File: src/rtl/cpu_step_ctrl.sv
// cpu_step_ctrl
//   Produces the one-cycle clock-enable strobe that advances the pipelined
//   CPU. Free-run mode emits a strobe every 2^N clk cycles (N selected by
//   SW2). Step mode emits one strobe per debounced button press. A halt
//   request from the CPU parks the controller until run_sw is cycled low.
//
//   Optional feature macro: STEP_CNT_EN
//     defined   : step_cnt counts issued cpu_en pulses (wraps at 2^32)
//     undefined : no counter is built, step_cnt is tied to zero
//
// Ports
//   clk       in   board clock, rising edge
//   rst       in   asynchronous active-high reset
//   SW2       in   async rate select (1 = slow, 0 = fast)
//   run_sw    in   async mode select (1 = free-run, 0 = step)
//   step_btn  in   async raw push-button, active-high
//   halt_req  in   synchronous halt level from the CPU
//   cpu_en    out  registered one-cycle advance strobe
//   state     out  FSM state: STOP=00, RUN=01, HALT=10
//   step_cnt  out  number of cpu_en pulses issued
module cpu_step_ctrl #(
  parameter int unsigned DIV_FAST = 4,
  parameter int unsigned DIV_SLOW = 24,
  parameter int unsigned DB_BITS  = 20
) (
  input  logic        clk,
  input  logic        rst,
  input  logic        SW2,
  input  logic        run_sw,
  input  logic        step_btn,
  input  logic        halt_req,
  output logic        cpu_en,
  output logic [1:0]  state,
  output logic [31:0] step_cnt
);

  typedef enum logic [1:0] {
    ST_STOP = 2'b00,
    ST_RUN  = 2'b01,
    ST_HALT = 2'b10
  } state_e;

  // Low-N-bit masks for the divider; N=31 yields all ones.
  localparam logic [30:0] MASK_FAST = 31'({31{1'b1}} >> (31 - DIV_FAST));
  localparam logic [30:0] MASK_SLOW = 31'({31{1'b1}} >> (31 - DIV_SLOW));

  // Two-flop synchronizers: bit 0 is the metastable stage, bit 1 is safe.
  logic [1:0] sw2_sync_q, sw2_sync_d;
  logic [1:0] run_sync_q, run_sync_d;
  logic [1:0] btn_sync_q, btn_sync_d;
  logic       sw2_s, run_s, btn_s;

  logic [30:0]        div_cnt_q, div_cnt_d;
  logic [30:0]        div_mask;
  logic               tick;

  logic [DB_BITS-1:0] db_cnt_q, db_cnt_d;
  logic               btn_stable_q, btn_stable_d;
  logic               step_req_q, step_req_d;

  state_e             state_q, state_d;
  logic               cpu_en_q, cpu_en_d;

  assign sw2_s = sw2_sync_q[1];
  assign run_s = run_sync_q[1];
  assign btn_s = btn_sync_q[1];

  // Synchronizers and divider
  always_comb begin
    sw2_sync_d = {sw2_sync_q[0], SW2};
    run_sync_d = {run_sync_q[0], run_sw};
    btn_sync_d = {btn_sync_q[0], step_btn};
    div_cnt_d  = div_cnt_q + 31'd1;
    // The counter never restarts on a rate change, so a switch simply makes
    // the next tick land on the next all-ones pattern of the new width.
    div_mask   = sw2_s ? MASK_SLOW : MASK_FAST;
    tick       = ((div_cnt_q & div_mask) == div_mask);
  end

  // Debouncer: the synchronized button must disagree with btn_stable for
  // 2^DB_BITS consecutive cycles before it is accepted.
  always_comb begin
    db_cnt_d     = db_cnt_q;
    btn_stable_d = btn_stable_q;
    step_req_d   = 1'b0;
    if (btn_s == btn_stable_q) begin
      db_cnt_d = '0;
    end else if (&db_cnt_q) begin
      btn_stable_d = btn_s;
      db_cnt_d     = '0;
      step_req_d   = btn_s;  // press edges only; release is never a step
    end else begin
      db_cnt_d = db_cnt_q + DB_BITS'(1);
    end
  end

  // Mode FSM, priority-ordered per state.
  always_comb begin
    state_d  = state_q;
    cpu_en_d = 1'b0;
    unique case (state_q)
      ST_STOP: begin
        if (halt_req)   state_d = ST_HALT;
        else if (run_s) state_d = ST_RUN;
        else            cpu_en_d = step_req_q;
      end
      ST_RUN: begin
        // A halt in the tick cycle swallows that tick.
        if (halt_req)    state_d = ST_HALT;
        else if (!run_s) state_d = ST_STOP;
        else             cpu_en_d = tick;
      end
      ST_HALT: begin
        // Pending presses are dropped; leaving needs run_sw low.
        if (!run_s && !halt_req) state_d = ST_STOP;
      end
      default: state_d = ST_STOP;
    endcase
  end

  always_ff @(posedge clk or posedge rst) begin
    if (rst) begin
      sw2_sync_q   <= '0;
      run_sync_q   <= '0;
      btn_sync_q   <= '0;
      div_cnt_q    <= '0;
      db_cnt_q     <= '0;
      btn_stable_q <= 1'b0;
      step_req_q   <= 1'b0;
    end else begin
      sw2_sync_q   <= sw2_sync_d;
      run_sync_q   <= run_sync_d;
      btn_sync_q   <= btn_sync_d;
      div_cnt_q    <= div_cnt_d;
      db_cnt_q     <= db_cnt_d;
      btn_stable_q <= btn_stable_d;
      step_req_q   <= step_req_d;
    end
  end

  always_ff @(posedge clk or posedge rst) begin
    if (rst) begin
      state_q  <= ST_STOP;
      cpu_en_q <= 1'b0;
    end else begin
      state_q  <= state_d;
      cpu_en_q <= cpu_en_d;
    end
  end

`ifdef STEP_CNT_EN
  logic [31:0] step_cnt_q, step_cnt_d;

  // Counts on the same edge that registers cpu_en high.
  always_comb begin
    step_cnt_d = step_cnt_q + {31'd0, cpu_en_d};
  end

  always_ff @(posedge clk or posedge rst) begin
    if (rst) step_cnt_q <= '0;
    else     step_cnt_q <= step_cnt_d;
  end

  assign step_cnt = step_cnt_q;
`else
  assign step_cnt = 32'h0;
`endif

  assign cpu_en = cpu_en_q;
  assign state  = state_q;

endmodule

File: config.mk
export PLATFORM = sky130hd
export DESIGN_NAME = cpu_step_ctrl
export DESIGN_NICKNAME = d
export VERILOG_FILES = /design/src/rtl/cpu_step_ctrl.sv
export SDC_FILE = /design/constraint.sdc
export NUM_CORES = 1
export LEC_CHECK = 0
export BUFFER_PORTS_ARGS = -buffer_cell sky130_fd_sc_hd__buf_2
export CAP_MARGIN = 20
export CORE_AREA = 2 2 65 113
export DETAILED_ROUTE_END_ITERATION = 10
export DIE_AREA = 0 0 67 115
export PLACE_DENSITY_LB_ADDON = 0.08
export SYNTH_ARGS = -nofsm -noshare
export SYNTH_HDL_FRONTEND = slang
export SYNTH_SLANG_ARGS = --single-unit
File: constraint.sdc
create_clock -name clk -period 5.5 [get_ports clk]
set_clock_uncertainty 0.2 [all_clocks]
set_input_delay 1.1 -clock clk [delete_from_list [all_inputs] [get_ports clk]]
set_output_delay 1.1 -clock clk [all_outputs]
set_load 0.005 [all_outputs]
== Word-level counts from Yosys, hierarchy flattened ==
Index checks and enable logic that the tools add are counted.

* Register bits: 62
* Latch bits: 0
* Bits in writable memories: 0
* Bits in read-only memories: 0
* Input bits: 6
* Output and inout bits: 35
* Word-level logic and storage cells: 43
* Memories kept: 0

* Add/subtract/negate cells: 2
* Multiply operators: 0
* Div/mod/pow operators: 0
* Order comparisons: 0
* Equal/unequal tests: 7
* Shift-type cells: 0
* Multiplexer cells: 16
* Bitwise logic cells: 2
* Reduce and logical (&&, ||, !) cells: 7

{| class="wikitable"
|+ Operator list
! cell !! number
|-
| $mux W20 || 2
|-
| $add A31 B1 Y31 const B || 1
|-
| $and A31 B24 Y31 || 1
|-
| $eq A31 B24 Y1 || 1
|-
| $mux W24 || 1
|-
| $reduce_and A21 Y1 || 1
|-
| $add A20 B1 Y20 const B || 1
|-
| $reduce_and A20 Y1 || 1
|-
| $mux W2 || 5
|-
| $mux W1 || 6
|-
| $ne A3 B3 Y1 const B || 2
|-
| $pmux W2 S3 || 1
|-
| $reduce_and A3 Y1 || 1
|-
| $eq A2 B1 Y1 const B || 1
|-
| $eq A2 B2 Y1 const B || 1
|-
| $logic_not A1 Y1 || 2
|-
| $logic_not A2 Y1 || 1
|-
| $ne A2 B2 Y1 const B || 1
|-
| $pmux W1 S2 || 1
|-
| $eq A1 B1 Y1 || 1
|-
| $logic_and A1 B1 Y1 || 1
|-
| $not A1 Y1 || 1
|}

== Logic depth before layout (Yosys ltp) ==
Gate-level depths: netlist (run 1).

* Word-level depth: 6
* Gate-level depth with buffers: 7

== Least setup slack after synthesis (run 1) ==
No wires, ideal clock.

* Kind: register -> register
* Start point: reg db_cnt_q[0]
* End point: reg db_cnt_q[18]
* Library setup time: 0.078 ns
* Data arrival time: 1.665 ns
* Path slack: 3.558 ns
* Cell stages (with the launch flop): 7
* Clock period less this slack: 1.942 ns
* Cell sequence: dfrtp_1 > ha_1 > nand3_2 > or3_1 > buf_6 > or3_1 > a21oi_1

* Longest elaborated chain between the ends: 3
* Elaborated cells on any way between the ends: 4
* Classes of those cells: 1 x add/sub; 2 x mux; 1 x reduce/logical

{| class="wikitable"
|+ RTL lines
! what !! line !! source
|-
| start, declared || 57 || <nowiki>logic [DB_BITS-1:0] db_cnt_q, db_cnt_d;</nowiki>
|-
| start signal, assigned || 135 || <nowiki>db_cnt_q <= db_cnt_d;</nowiki>
|-
| $add A20 B1 Y20 / $reduce_and A20 Y1 (equally long branches) || 93, 88 ||
|-
| $mux W20 * || 88 || <nowiki>end else if (&db_cnt_q) begin</nowiki>
|-
| $mux W20 * || 86 || <nowiki>if (btn_s == btn_stable_q) begin</nowiki>
|-
| via db_cnt_d[18] || 57 ||
|}

The timed path passes the listed nets; every way through them passes the cells marked *.
A chain may end at the register's enable or synchronous reset.

== Worst setup path in the final report (run 1) ==
* Start point: reg db_cnt_q[0]
* End point: reg db_cnt_q[14]

The elaborated chain is that of the path after synthesis.

==> impl_metrics.env, run 1 <==
export IMPL_cts_inserted_buffers=5
export IMPL_intPower_mw=0.583
export IMPL_r2r_start="db_cnt_q[0]"
export IMPL_slew_viol_final=0
export IMPL_final_nets=269
export IMPL_ctsHoldBuffers=0
export IMPL_final_layout_size_suffix_gt1_frac=0.0840
export IMPL_clockPowerShare=0.413
export IMPL_wl_microns=4420
export IMPL_tightestPinTransition_ps=700
export IMPL_synth_avg_cell_area_sq_um=10.6
export IMPL_cts_setup_buffers=0
export IMPL_die_h_microns=115
export IMPL_arrival_ps=2110
export IMPL_first_pass_iters=4
export IMPL_grt_pass1_wl_microns=7420
export IMPL_p_leak_nw=1.24
export IMPL_p_sw_mw=0.163
export IMPL_cts_buffer_depth=2
export IMPL_vias=1602
export IMPL_route_detailed_drc=0
export IMPL_grt_max_degree=56
export IMPL_seq_area_sq_um=1380
export IMPL_nFillCells=697
export IMPL_crit_type="reg -> reg"
export IMPL_period_share=0.393
export IMPL_p_comb_frac=0.033
export IMPL_hold_viol=0
export IMPL_clock_latency_ps=290
export IMPL_finalWeightedCongestion=0.758
export IMPL_syn2layout_area_growth_pct=5.53
export IMPL_maxCapViolCount=0
export IMPL_ys_warnings_count=0
export IMPL_synth_top_area_frac=0.520
export IMPL_first_iter_violations=94
export IMPL_clk_pin_slew_ps=70
export IMPL_cts_tree="yes"
export IMPL_fp_row_count=40
export IMPL_cts_root_buf="clkbuf_16"
export IMPL_slew_headroom=0.534
export IMPL_portBuffers=8
export IMPL_hp_start="sw2_sync_q[0]"
export IMPL_crit_required_ps=5460
export IMPL_pin_count=41
export IMPL_cp_end_kind="register"
export IMPL_seqPwrFrac=0.554
export IMPL_postSynthCellCount=249
export IMPL_multi_input_area_sq_um=1100
export IMPL_htreeDepth=2
export IMPL_wl_per_cell_microns=12.8
export IMPL_design_area_sq_um=2800
export IMPL_min_path_type="reg -> reg"
export IMPL_final_setup_viol_count=0
export IMPL_syn_cell_area_sq_um=2650
export IMPL_antenna_found_initial=0
export IMPL_die_x_microns=67
export IMPL_ir_worst_vdd_uv=161
export IMPL_seq_area_frac_synth=0.520
export IMPL_coreArea_sq_um=6810
export IMPL_vias_per_cell=4.63
export IMPL_crit_path_max_fanout=17
export IMPL_grt_ovfl_total=0
export IMPL_synth_area_top_cells="dfrtp_1 (52%), buf_4 (9.4%), xnor2_1 (9.3%)"
export IMPL_clock_fmax_mhz=463
export IMPL_synth_cell_types=31
export IMPL_async_reset_ff_frac=1.00
export IMPL_numClockSinks=55
export IMPL_grt_total_usage=0.130
export IMPL_ctsResizeCount=0
export IMPL_p_per_area_nw_per_um2=267
export IMPL_hpwl_microns=3160
export IMPL_startpoint="db_cnt_q[0]"
export IMPL_postRouteAntennaNets=0
export IMPL_post_route_min_period_ps=2160
export IMPL_status="finished clean"
export IMPL_dpl_instance_area_sq_um=2650
export IMPL_synth_enable_flop_cells=0
export IMPL_rsz0062_at_grt="no"
export IMPL_switching_share=0.218
export IMPL_cp_start_kind="register"
export IMPL_antenna_cells=0
export IMPL_yosysTopAreaCell="dfrtp_1"
export IMPL_grt_pass1_vias=1566
export IMPL_setup_tns_ps=0
export IMPL_dieArea_sq_um=7710
export IMPL_initial_core_util=0.389
export IMPL_synth_ff_type="dfrtp_1"
export IMPL_ys_ff_latch=55
[power groups by stage]
stage | combinational [mW] | sequential [mW] | clock [mW]
after floorplan | 0.0344 | 0.420 | 0
after global placement | 0.0255 | 0.421 | 0
after detailed placement | 0.0258 | 0.421 | 0
after CTS | 0.0257 | 0.413 | 0.322
after global routing | 0.0307 | 0.414 | 0.340
final | 0.0247 | 0.414 | 0.308
[layout make-up]
type | instances | area share
clock buffers | 6 | 0.0461
inverters | 6 | 0.00806
multi-input cells | 184 | 0.394
well taps | 84 | 0.0376
repair buffers | 9 | 0.0170
clock inverters | 2 | 0.00448
flip-flops and latches | 55 | 0.492
[layout by cell type, fill, tap and decap left out]
master,n
xor2_1,9
nand4_1,12
and3_1,7
nand3_2,1
inv_2,1
nor4_2,1
nand3_1,17
buf_4,1
inv_1,5
clkinvlp_4,1
o31ai_1,1
buf_2,8
or3_1,6
clkinv_2,1
nor4_1,4
a21oi_1,5
a31oi_1,2
ha_1,2
and4_1,4
o21bai_4,1
nand4_4,1
clkbuf_1,1
nor3b_1,1
nand2_1,14
xnor2_1,28
nor4b_1,1
nor3_1,3
nand2b_1,1
o21ai_0,5
and2_1,1
nand4_2,1
nor2_1,24
conb_1,32
clkbuf_16,5
dfrtp_1,55
[layer usage]
layer,GRT usage,up-vias,share of wire
met5,0,-,0
met4,0.0531,0,0.020
met3,0.0294,5,0.017
met2,0.228,15,0.57
met1,0.147,777,0.40
li1,-,805,-
[synthesized netlist by cell type (all sizes together), types with 2 or more instances]
cell,count
ha,2
inv,6
xor2,9
and3,7
or3,6
xnor2,28
dfrtp,55
nor2,24
nor4,5
nand3,18
nand4,14
nand2,14
a21oi,5
a31oi,2
o21ai,5
and4,4
nor3,3
buf,35
[critical path, cell delays in order (launching register included)]
cell,delay [ps]
dfrtp_1,410
ha_1,210
nand3_2,150
or3_1,510
o21bai_4,430
nor2_1,110
[per-stage QoR]
| stage | std cells | hold slack (ps) | worst slack (ps) | util | power, mW |
|---|---|---|---|---|---|
| CTS | 346 | 151 | 3310 | 0.411 | 0.761 |
| global route | 346 | 157 | 3150 | 0.411 | 0.785 |
| floorplan | 280 | 131 | 2860 | - | 0.455 |
| detailed placement | 338 | 135 | 3290 | 0.390 | 0.447 |
| finish | 346 | 149 | 3340 | 0.411 | 0.747 |
| global placement | 338 | 132 | 3370 | 0.390 | 0.447 |
[path summary, 6_finish.rpt]
path | cells after the start | to | slack, ps
max in group asynchronous | 3 | db_cnt_q[17] | 3840
setup / recovery | 5 | db_cnt_q[14] | 3340
setup reg to reg | 5 | db_cnt_q[14] | 3340
hold / removal | 0 | sw2_sync_q[1] | 150
min in group asynchronous | 3 | div_cnt_q[7] | 790
hold reg to reg | 0 | sw2_sync_q[1] | 150
[state kept, by name, indices dropped and copies added (netlist names)]
signal and flops:
btn_stable_q 1, cpu_en 1, div_cnt_q 24, run_sync_q 2, btn_sync_q 2, state 2, sw2_sync_q 2, step_req_q 1
db_cnt_q 20
[cell families (layout without fill, tap and decap cells)]
logic type,Yosys count,count (layout),synth area share
buffers and inverters,41,23,0.108
XOR/XNOR,37,37,0.122
AND/OR/NAND/NOR,99,99,0.205
flip-flops,55,55,0.520
AO/OA/AOI/OAI,14,14,0.0335
adder cells (fa/ha/maj),2,2,0.00945
other,1,32,0.00142
Note: power is estimated with default switching activity, not from simulation.
==> run 2: changes to the inputs <==
ABC_AREA = 1   (was not set)
CORE_AREA = 2 2 69 121   (was 2 2 65 113)
DIE_AREA = 0 0 71 123   (was 0 0 67 115)
clock period = 2 ns   (was 5.5 ns; I/O delays follow)
==> run 2 against run 1 <==
- clock power grew to 2.9 times the previous value
- critical path depth is 1 higher
- sequential cell count stayed put
- power grew to 2.8 times the previous value
- critical path type unchanged
- register-to-register slack worse by 3100 ps
- non-clock buffer count is 5 higher
- critical endpoint is now db_cnt_q[13]
- global-route usage is 2.2 points higher
- hold slack worse by 130 ps
- utilization is 0.94 points higher
- sequential power grew to 2.8 times the previous value
==> impl_metrics.env, run 2 <==
export IMPL_ir_worst_vdd_uv=466
export IMPL_final_setup_viol_count=0
export IMPL_coreArea_sq_um=7800
export IMPL_cp_end_kind="register"
export IMPL_rr_worst_depth=6
export IMPL_clk_pin_slew_ps=70
export IMPL_reg2reg_slack_ps=230
export IMPL_period_share=0.884
export IMPL_portBuffers=8
export IMPL_die_x_microns=71
export IMPL_crit_type="reg -> reg"
export IMPL_vias=2138
export IMPL_numClockSinks=55
export IMPL_largestRegisters="div_cnt_q x24, db_cnt_q x20"
export IMPL_final_cell_mix="nand2_1 (96), nor2_1 (57), dfrtp_1 (55), inv_1 (40), conb_1 (32)"
export IMPL_r2r_start="db_cnt_q[0]"
export IMPL_final_layout_size_suffix_gt1_frac=0.103
export IMPL_cp_endpoint="db_cnt_q[13]"
export IMPL_final_nets=395
export IMPL_first_iter_violations=98
export IMPL_seq_area_frac_synth=0.454
export IMPL_grt_pass1_vias=2088
export IMPL_wl_per_cell_microns=12.7
export IMPL_finalPower_mw=2.12
export IMPL_hpwl_microns=4800
export IMPL_postSynthCellCount=368
export IMPL_synth_avg_cell_area_sq_um=8.23
export IMPL_yosysMostFrequentCell="nand2_1"
export IMPL_wl_microns=6090
export IMPL_initial_core_util=0.388
export IMPL_yosysTopAreaCell="dfrtp_1"
export IMPL_ys_ff_latch=55
export IMPL_dpl_instance_area_sq_um=3100
export IMPL_p_per_area_nw_per_um2=647
export IMPL_largest_register_ffs=24
export IMPL_die_h_microns=123
export IMPL_grt_ovfl_total=0
export IMPL_cts_buffer_depth=2
export IMPL_ctsResizeCount=0
export IMPL_status="finished clean"
export IMPL_startpoint="db_cnt_q[0]"
export IMPL_maxCapViolCount=0
export IMPL_slew_viol_final=0
export IMPL_antenna_found_initial=0
export IMPL_routed_wl_met2_microns=3650
export IMPL_hold_viol=0
export IMPL_syn2layout_area_growth_pct=8.13
export IMPL_grt_total_usage=0.152
export IMPL_clock_fmax_mhz=565
export IMPL_postRouteAntennaNets=0
export IMPL_pin_count=41
export IMPL_crit_required_ps=1970
export IMPL_fp_row_count=43
export IMPL_first_pass_iters=4
export IMPL_synth_enable_flop_cells=0
export IMPL_yosys_top_cells_count="nand2_1 (96), nor2_1 (57), dfrtp_1 (55)"
export IMPL_arrival_ps=1730
export IMPL_regMostFlops="div_cnt_q"
export IMPL_rsz0062_at_grt="no"
export IMPL_min_path_type="in -> reg"
export IMPL_cts_root_buf="clkbuf_16"
export IMPL_final_common_cell="nand2_1"
export IMPL_cts_inserted_buffers=5
export IMPL_vias_per_cell=4.47
export IMPL_dieArea_sq_um=8730
export IMPL_clock_latency_ps=290
export IMPL_grt_max_degree=38
export IMPL_grt_pass1_wl_microns=9990
export IMPL_cts_tree="yes"
export IMPL_dr_max_layer_used="met4"
export IMPL_route_detailed_drc=0
export IMPL_min_path_cells=1
export IMPL_async_reset_ff_frac=1.00
export IMPL_finalWeightedCongestion=0.887
export IMPL_design_area_sq_um=3280
export IMPL_detail_route_wirelength_met1_microns=2040
export IMPL_cts_setup_buffers=0
export IMPL_synth_area_top_cells="dfrtp_1 (45%), nand2_1 (12%), buf_4 (7.9%)"
export IMPL_p_leak_nw=1.61
export IMPL_setup_tns_ps=0
export IMPL_ctsHoldBuffers=3
export IMPL_ys_warnings_count=0
export IMPL_crit_path_max_fanout=11
export IMPL_antenna_cells=0
export IMPL_synth_ff_type="dfrtp_1"
export IMPL_synth_cell_types=29
export IMPL_syn_cell_area_sq_um=3030
export IMPL_cp_start_kind="register"
export IMPL_synth_top_area_frac=0.454
export IMPL_post_route_min_period_ps=1770
export IMPL_wl_met3_microns=120
export IMPL_reg2reg_to="db_cnt_q[13]"
export IMPL_htreeDepth=2
## run 2: cell types whose count changed in the layout (fill, tap and decap cells not counted), sizes merged, moves of 5 or more
| cell | change |
|---|---|
| nor3 | +5 |
| nand4 | -6 |
| nor2 | +42 |
| xor2 | +7 |
| xnor2 | -18 |
| inv | +36 |
| nor4 | -5 |
| or3 | -6 |
| and3 | -7 |
| nand2 | +85 |
## run 2: cell type report
type	count	area, sq um
fillers	809	4520
flip-flops and latches	55	1380
multi-input cells	269	1360
inverters	42	158
clock buffers	7	143
repair buffers	14	118
well taps	90	113
clock inverters	1	8.76
## run 2: through the flow
step,util,std cells,hold WS (ps),setup slack (ps)
final,0.420,478,19.8,231
after global routing,0.420,478,11.5,26.9
after CTS,0.420,478,10.7,193
after detailed placement,0.397,467,141,190
after global placement,0.397,467,132,229
after floorplan,-,399,131,57.1
## run 2: report_power, final
part	internal [mW]	switching, mW
combinational	0.0271	0.0575
sequential	1.13	0.0109
clock	0.502	0.398
total	1.65	0.467
## run 2: cells by family (layout without fill, tap and decap cells)
family | after synthesis | after routing | share of synthesized area
xor+xnor | 26 | 26 | 0.0776
flops | 55 | 55 | 0.454
compound gates | 3 | 3 | 0.00495
buf+inv | 75 | 64 | 0.135
simple gates | 206 | 206 | 0.319
other cells | 1 | 32 | 0.00124
fa+ha+maj | 2 | 2 | 0.00826
## run 2: critical path: stages, from the launching register on
cell and delay (ps):
dfrtp_1 390, ha_1 240, nand4_1 170, nor2_4 140
nand4_2 90, nand2_1 320, nor2_1 90
## run 2: worst min path at each step
stage	startpoint	to
after floorplan	btn_sync_q[0]	btn_sync_q[1]
after global placement	run_sync_q[0]	run_sync_q[1]
after detailed placement	run_sync_q[0]	run_sync_q[1]
after CTS	SW2	sw2_sync_q[0]
after global routing	SW2	sw2_sync_q[0]
final	SW2	sw2_sync_q[0]
## run 2: routing by layer
layer  track usage  vias up
met5             0        -
met4        0.0837        0
met3        0.0310       16
met2         0.296       28
met1         0.144      998
li1              -     1096
==> run 3: changes to the inputs <==
PLACE_DENSITY = 0.55   (was not set)
PLACE_DENSITY_LB_ADDON = not set   (was 0.08)
==> run 3 against run 2 <==
- design area shrank 0.11%
- critical path depth is the same
- global-route usage shrank 1.1 points
- cell count is the same
- sequential power is essentially flat
- power grew 0.69%
- worst setup slack lost 34 ps
- critical path type unchanged
- largest cell class unchanged
==> impl_metrics.env, run 3 (synthesis gave the netlist of run 2 again) <==
export IMPL_setup_ws_ps=197
export IMPL_ctsResizeCount=0
export IMPL_post_route_min_period_ps=1800
export IMPL_wl_per_cell_microns=11.3
export IMPL_final_nets=395
export IMPL_cts_inserted_buffers=5
export IMPL_grt_pass1_wl_microns=9740
export IMPL_fp_row_count=43
export IMPL_initial_core_util=0.388
export IMPL_maxCapViolCount=0
export IMPL_crit_path_max_fanout=11
export IMPL_die_h_microns=123
export IMPL_ir_worst_vdd_uv=400
export IMPL_dpl_instance_area_sq_um=3080
export IMPL_clock_fmax_mhz=555
export IMPL_die_x_microns=71
export IMPL_crit_required_ps=1970
export IMPL_min_path_type="in -> reg"
export IMPL_vias=2120
export IMPL_portBuffers=8
export IMPL_p_leak_nw=1.61
export IMPL_pin_count=41
export IMPL_rr_worst_depth=6
export IMPL_route_detailed_drc=0
export IMPL_period_share=0.901
export IMPL_antenna_found_initial=0
export IMPL_numClockSinks=55
export IMPL_p_per_area_nw_per_um2=652
export IMPL_cts_setup_buffers=0
export IMPL_first_iter_violations=106
export IMPL_grt_max_degree=56
export IMPL_hold_viol=0
export IMPL_grt_pass1_vias=2230
export IMPL_final_common_cell="nand2_1"
export IMPL_syn2layout_area_growth_pct=8.01
export IMPL_final_setup_viol_count=0
export IMPL_design_area_sq_um=3270
export IMPL_cts_buffer_depth=2
export IMPL_grt_ovfl_total=0
export IMPL_hpwl_microns=4150
export IMPL_cp_start_kind="register"
export IMPL_dp_slack_ps=180
export IMPL_wl_microns=5400
export IMPL_largest_register_ffs=24
export IMPL_regMostFlops="div_cnt_q"
export IMPL_cts_root_buf="clkbuf_16"
export IMPL_grt_total_usage=0.141
export IMPL_setup_tns_ps=0
export IMPL_postRouteAntennaNets=0
export IMPL_vias_per_cell=4.44
export IMPL_clk_pin_slew_ps=70
export IMPL_crit_type="reg -> reg"
export IMPL_final_cell_mix="nand2_1 (96), nor2_1 (57), dfrtp_1 (55), inv_1 (40), conb_1 (32)"
export IMPL_htreeDepth=2
export IMPL_status="finished clean"
export IMPL_first_pass_iters=4
export IMPL_finalPower_mw=2.14
export IMPL_cp_end_kind="register"
export IMPL_cts_tree="yes"
export IMPL_coreArea_sq_um=7800
export IMPL_dieArea_sq_um=8730
export IMPL_arrival_ps=1770
export IMPL_antenna_cells=0
export IMPL_finalWeightedCongestion=0.826
export IMPL_largestRegisters="div_cnt_q x24, db_cnt_q x20"
export IMPL_clock_latency_ps=300
export IMPL_min_path_cells=1
export IMPL_slew_viol_final=0
export IMPL_holdWs_ps=22.6
export IMPL_final_layout_size_suffix_gt1_frac=0.106
export IMPL_rsz0062_at_grt="no"
[run 3: changes by cell type in the layout (fill, tap and decap cells not counted)]
cell,delta
buf_12,-1
buf_4,+1
clkbuf_1,-1
clkbuf_8,+1
clkinv_4,-1
clkinvlp_4,+1
[run 3: worst max-delay path: stages (launching register included)]
cell	delay (ps)
dfrtp_1	390
ha_1	230
nand4_1	190
nor2_4	160
nand4_2	100
nand2_1	320
nor2_1	100
[run 3: what timing repair did]
action | CTS | global route
hold buffers | 3 | 0
endpoints found under the hold margin | 57 | 0
endpoints found under the setup margin | 0 | 0
[run 3: per-layer routing]
layer	track usage	wire length, microns	vias up
met5	0	0	-
met4	0.0554	126	0
met3	0.0285	113	10
met2	0.277	3090	20
met1	0.142	2070	991
li1	-	-	1099
[run 3: path summary, 6_finish.rpt]
kind / startpoint / endpoint / slack, ps
worst max-delay path: db_cnt_q[0] / db_cnt_q[19] / 200
worst min-delay path: SW2 / sw2_sync_q[0] / 20
worst max register to register: db_cnt_q[0] / db_cnt_q[19] / 200
worst min register to register: run_sync_q[0] / run_sync_q[1] / 150
max in group asynchronous: rst / div_cnt_q[13] / 860
min in group asynchronous: rst / btn_stable_q / 500
[run 3: where the power goes]
group / leakage (nW) / internal [mW] / switching, mW / total, mW
logic: 0.797 / 0.0234 / 0.0552 / 0.0786
clock network: 0.0761 / 0.533 / 0.388 / 0.921
registers: 0.734 / 1.13 / 0.0106 / 1.14
[run 3: final cells by class]
| type | count | area [sq um] |
|---|---|---|
| Fill cell | 784 | 4530 |
| Sequential cell | 55 | 1380 |
| Multi-Input combinational cell | 269 | 1360 |
| Inverter | 42 | 158 |
| Clock buffer | 7 | 153 |
| Tap cell | 90 | 113 |
| Timing Repair Buffer | 14 | 105 |
| Clock inverter | 1 | 7.51 |
[run 3: stage by stage]
step | std cells | utilization
final | 478 | 0.420
after global placement | 467 | 0.395
after floorplan | 399 | -
after global routing | 478 | 0.420
after detailed placement | 467 | 0.395
after CTS | 478 | 0.420
